## config.mk

```make
export PLATFORM = sky130hd
export DESIGN_NAME = mmio_counter_reader
export DESIGN_NICKNAME = d
export VERILOG_FILES = /design/src/rtl/counter_pkg.sv /design/src/rtl/cnt_wide.sv /design/src/rtl/mmio_counter_reader.sv
export SDC_FILE = /design/constraint.sdc
export NUM_CORES = 1
export LEC_CHECK = 0
export BUFFER_PORTS_ARGS = -buffer_cell sky130_fd_sc_hd__buf_2
export CORE_ASPECT_RATIO = 1.2
export CORE_UTILIZATION = 60
export CTS_CLUSTER_DIAMETER = 30
export DETAILED_ROUTE_END_ITERATION = 10
export PLACE_DENSITY = 0.89
export SETUP_SLACK_MARGIN = 0.1
export SLEW_MARGIN = 30
export SYNTH_ARGS = -nofsm -noshare
export SYNTH_HDL_FRONTEND = slang
export SYNTH_SLANG_ARGS = --single-unit
export TNS_END_PERCENT = 10
```

## constraint.sdc

```tcl
create_clock -name clk -period 7.4 [get_ports clk]
set_input_delay 1.48 -clock clk [delete_from_list [all_inputs] [get_ports clk]]
set_output_delay 1.48 -clock clk [all_outputs]
set_load 0.01 [all_outputs]
```

## src/rtl/counter_pkg.sv

```systemverilog
// rtl/counter_pkg.sv - shared offsets and base address for the MMIO performance counters
package counter_pkg;

    localparam logic [31:0] CNT_BASE_ADDR      = 32'h8000_0010;

    // Byte offsets of each word inside the counter window
    localparam logic [4:0]  CNT_CYCLE_LO_OFF   = 5'h00;
    localparam logic [4:0]  CNT_CYCLE_HI_OFF   = 5'h04;
    localparam logic [4:0]  CNT_CLR_OFF        = 5'h08;
    localparam logic [4:0]  CNT_INSTRET_LO_OFF = 5'h0C;
    localparam logic [4:0]  CNT_INSTRET_HI_OFF = 5'h10;

    // Window spans +0x00..+0x13
    localparam logic [31:0] CNT_WINDOW_BYTES   = 32'h14;

endpackage

```

## src/rtl/cnt_wide.sv

```systemverilog
// rtl/cnt_wide.sv - wide free-running counter with synchronous clear and enable
module cnt_wide
    import counter_pkg::*;
#(
    parameter int CNT_W = 64
) (
    input  logic             clk,
    input  logic             rst,
    input  logic             clr,
    input  logic             en,
    output logic [CNT_W-1:0] cnt
);

    logic [CNT_W-1:0] cnt_q;
    logic [CNT_W-1:0] cnt_d;

    // Next count: clear beats increment, wraps naturally at 2^CNT_W
    always_comb begin
        cnt_d = cnt_q;
        if (clr) begin
            cnt_d = '0;
        end else if (en) begin
            cnt_d = cnt_q + CNT_W'(1);
        end
    end

    // Count register with asynchronous reset
    always_ff @(posedge clk or posedge rst) begin
        if (rst) begin
            cnt_q <= '0;
        end else begin
            cnt_q <= cnt_d;
        end
    end

    assign cnt = cnt_q;

endmodule

```

## src/rtl/mmio_counter_reader.sv

```systemverilog
// rtl/mmio_counter_reader.sv - MMIO cycle/instret counter load responder (option: COUNTER_SNAPSHOT_EN)
module mmio_counter_reader
    import counter_pkg::*;
#(
    parameter logic [31:0] BASE_ADDR = CNT_BASE_ADDR,
    parameter int          CNT_W     = 64
) (
    input  logic        clk,
    input  logic        rst,
    input  logic        ren,
    input  logic [31:0] addr,
    input  logic [3:0]  wbe,
    input  logic        instr_retired,
    output logic [31:0] rdata,
    output logic        rvalid,
    output logic        hit
);

    logic [31:0]      word_addr;
    logic [31:0]      off;
    logic [4:0]       off_w;
    logic             clr;
    logic             rd_en;
    logic [CNT_W-1:0] cycle_cnt;
    logic [CNT_W-1:0] instret_cnt;
    logic [63:0]      cycle_64;
    logic [63:0]      instret_64;
    logic [31:0]      cycle_hi_rd;
    logic [31:0]      instret_hi_rd;
    logic [31:0]      rdata_q;
    logic [31:0]      rdata_d;
    logic             rvalid_q;
    logic             rvalid_d;

    // Byte lanes are ignored; addresses below the base wrap high and miss
    assign word_addr = {addr[31:2], 2'b00};
    assign off       = word_addr - BASE_ADDR;
    assign off_w     = off[4:0];
    assign hit       = (off < CNT_WINDOW_BYTES);
    assign clr       = (wbe != 4'h0) && hit && (off_w == CNT_CLR_OFF);
    assign rd_en     = ren && hit;

    cnt_wide #(.CNT_W(CNT_W)) u_cycle_cnt (
        .clk (clk),
        .rst (rst),
        .clr (clr),
        .en  (1'b1),
        .cnt (cycle_cnt)
    );

    cnt_wide #(.CNT_W(CNT_W)) u_instret_cnt (
        .clk (clk),
        .rst (rst),
        .clr (clr),
        .en  (instr_retired),
        .cnt (instret_cnt)
    );

    // Bits above CNT_W-1 read as zero
    assign cycle_64   = 64'(cycle_cnt);
    assign instret_64 = 64'(instret_cnt);

`ifdef COUNTER_SNAPSHOT_EN
    logic [31:0] cycle_hi_q;
    logic [31:0] cycle_hi_d;
    logic [31:0] instret_hi_q;
    logic [31:0] instret_hi_d;

    // Low-word loads capture the matching high half so a lo/hi pair is coherent
    always_comb begin
        cycle_hi_d   = cycle_hi_q;
        instret_hi_d = instret_hi_q;
        if (clr) begin
            cycle_hi_d   = '0;
            instret_hi_d = '0;
        end else if (rd_en) begin
            if (off_w == CNT_CYCLE_LO_OFF)   cycle_hi_d   = cycle_64[63:32];
            if (off_w == CNT_INSTRET_LO_OFF) instret_hi_d = instret_64[63:32];
        end
    end

    // Shadow registers for the high halves
    always_ff @(posedge clk or posedge rst) begin
        if (rst) begin
            cycle_hi_q   <= '0;
            instret_hi_q <= '0;
        end else begin
            cycle_hi_q   <= cycle_hi_d;
            instret_hi_q <= instret_hi_d;
        end
    end

    assign cycle_hi_rd   = cycle_hi_q;
    assign instret_hi_rd = instret_hi_q;
`else
    assign cycle_hi_rd   = cycle_64[63:32];
    assign instret_hi_rd = instret_64[63:32];
`endif

    // Read mux: selects from pre-edge counter values; misses hold rdata
    always_comb begin
        rdata_d  = rdata_q;
        rvalid_d = rd_en;
        if (rd_en) begin
            case (off_w)
                CNT_CYCLE_LO_OFF:   rdata_d = cycle_64[31:0];
                CNT_CYCLE_HI_OFF:   rdata_d = cycle_hi_rd;
                CNT_INSTRET_LO_OFF: rdata_d = instret_64[31:0];
                CNT_INSTRET_HI_OFF: rdata_d = instret_hi_rd;
                default:            rdata_d = '0;
            endcase
        end
    end

    // Registered response
    always_ff @(posedge clk or posedge rst) begin
        if (rst) begin
            rdata_q  <= '0;
            rvalid_q <= 1'b0;
        end else begin
            rdata_q  <= rdata_d;
            rvalid_q <= rvalid_d;
        end
    end

    assign rdata  = rdata_q;
    assign rvalid = rvalid_q;

endmodule

```

==> out/results.ini <==
[final_layout]
regArea_um2 = 4030
area_growth_syn_to_layout_pct = 12.0
post_route_cells_drive_above_1_share_pct = 17.4
multi_input_area_um2 = 4530
fin_nets = 987
antenna-diode-count = 0
num-fill-cells = 956

[sta]
tightestPinTransition_ns = 0.942
slew_viol_final = 0
rsz0062_at_grt = false
hold_slack_ns = 0.492
post-route-period-util_pct = 67.8
final.setup.tns_ns = 0
max_freq_ghz = 0.199
skew_ns = 0.0104
setup_viol = 0
period_needed_ns = 5.02
setup_ws_ns = 2.38
finalHoldViolations = 0
relSlewSlack_pct = 36.7

[floorplan]
start_util_pct = 61.4
dieWidth_um = 113
dieHeight_um = 135
placementRows = 48
die-area_um2 = 15200
core_area_um2 = 14400
io_pins = 74

[worst_setup_path]
crit_start = addr[4]
r2r-start = u_instret_cnt.cnt[3]
critPathMaxFanout = 7
setup.worst_path.start_class = input port
path_common_cell = buf_2
crit_arrival_ns = 3.54
critPathRequiredTime_ns = 5.92
worst_path_max_delay_cell = nor4_1
slowest_delay_ns = 0.36
cp-end-kind = output pin
critical_path.cell_chain = buf_2 -> inv_1 -> ha_1 -> nor4b_1 -> nand4_1 -> nor4_1 -> nand4b_1 -> nor3b_1 -> buf_2
crit_type = input port to output pin

[grt]
grt_antenna_before_repair = 0
grt_max_degree = 95
grt_pass1_wl_mm = 36.1
overflow = 0
first_global_vias = 7217
grt_usage_pct = 30.4

[placement]
port_buffers = 71
dp_hpwl_mm = 14.5
routabilityCongestion = 0.931
dp_slack_ns = 2.44

[synth]
synth_fa_ha_area_share_pct = 0.568
syn_nets = 925
synth-seq-cells = 161
synth_top_area_share_pct = 45.7
syn_inst = 881
synthSimpleGateAreaFrac_pct = 24.5
synth_mux_area_share_pct = 5.61
synth.avg_cell_area_um2 = 10.0
synth_ff_type = dfrtp_1
synth_top_family_by_area = simple AND/OR/NAND/NOR gates
yosysSeqAreaShare_pct = 45.7
synth_compound_area_share_pct = 7.61
synth_top_area_cell = dfrtp_1
synth_enable_flop_cells = 0
synthTopCellsByArea = dfrtp_1, nor2_1, xnor2_1
synthXorXnorAreaFrac_pct = 12.7
syn_area_um2 = 8810
synth_warnings = 0
ys_types = 48
ys_async_sr_fraction_pct = 100

[clocking]
path_clk_slew_ns = 0.06
h-tree-depth = 4
cts_made_buffers = 17
cts_sinks = 161
cts_tree = yes
post_cts_resized = 0
postCtsHoldBufs = 0
clock_latency_ns = 0.43
max-clock-path-buffers = 2
root_buffer = clkbuf_16
post_cts_buffers = 0

[detailed_routing]
vias = 7249
antenna_left = 0
drc_errors = 1
wl_per_cell_um = 19.4
first_pass_iters = 8
drt_iter0_markers = 914
wirelength_mm = 22.0
via_per_inst = 6.41

[power_and_ir_drop]
ir_drop_uv = 182
p_leak_nw = 4.23
p_per_area_nw_per_um2 = 197

[outcome]
violations = DRC
status = finished with violations

[hold_path]
hold_start = u_cycle_cnt.cnt[0]
hp-class = register to register

[job]
cap_violations = 0

[critical path, delay by kind of cell]
family / cells / cell delay, ns
adder cells (fa/ha/maj): 1 / 0.28
buffers and inverters: 3 / 0.44
AND/OR/NAND/NOR: 5 / 1.34
[cell usage after synthesis, drive strengths merged (18+ instances only)]
cell type,n
dfrtp,161
nor2,161
xnor2,66
xor2,62
nand3,58
nand4,47
nand2,45
nor3,39
mux2,33
a221o,32
a22o,32
nor4,23
buf,18
[metal layers]
metal	vias up	global-route usage [%]	share of wire, %
li1	3270	-	-
met1	3533	37.4	39
met2	369	52.1	51
met3	77	5.43	6.7
met4	0	14.4	3.7
met5	-	0	0
[final timing paths]
check,to,cells after the start,slack [ns]
worst max-delay path,hit,9,2.38
worst min-delay path,u_cycle_cnt.cnt[0],1,0.49
worst max register to register,u_instret_cnt.cnt[54],6,4.38
worst min register to register,u_cycle_cnt.cnt[0],1,0.49
max in group asynchronous,u_cycle_cnt.cnt[48],3,4.82
min in group asynchronous,u_instret_cnt.cnt[1],2,1.23
[layout by cell type, fill, tap and decap left out, types with 11 or more instances in the layout]
cell type,n
nand3_1,58
buf_4,11
and3_1,14
nor4_1,17
buf_2,71
a221o_1,32
nand2_1,45
inv_1,15
xor2_1,62
xnor2_1,66
clkbuf_16,17
and4_1,14
nor2_1,160
a22o_1,32
nand4_1,47
mux2_4,30
dfrtp_1,161
nor3_1,35
[state kept, by name (all words and copies together), names as in the netlist]
signal	count
u_cycle_cnt.cnt	64
u_instret_cnt.cnt	64
rdata	32
rvalid	1
[final cells by class]
class / count / share of cell area, %
Clock buffer: 18 / 4.45
Multi-Input combinational cell: 665 / 45.9
Inverter: 16 / 0.659
Tap cell: 175 / 2.22
Timing Repair Buffer: 82 / 4.44
Sequential cell: 161 / 40.8
Clock inverter: 14 / 1.57
[through the flow]
stage                     area, um2  utilization (%)  instances  power [mW]
after global placement         9260             64.5       1098        1.07
after global routing           9870             68.8       1131        2.01
final                          9870             68.8       1131        1.94
after CTS                      9860             68.7       1130        1.95
after floorplan                8810                -        881        1.02
after detailed placement       9260             64.5       1098        1.07
[cells by family after synthesis]
logic type      after synthesis
compound gates               73
fa+ha+maj                     4
simple gates                426
flops                       161
mux                          34
buf+inv                      55
xor+xnor                    128
[power by group]
part	internal, mW	switching (mW)	total, mW
registers	0.899	0.0349	0.933
logic	0.0470	0.0797	0.127
clock network	0.510	0.374	0.884
Note: power is estimated with default switching activity, not from simulation.
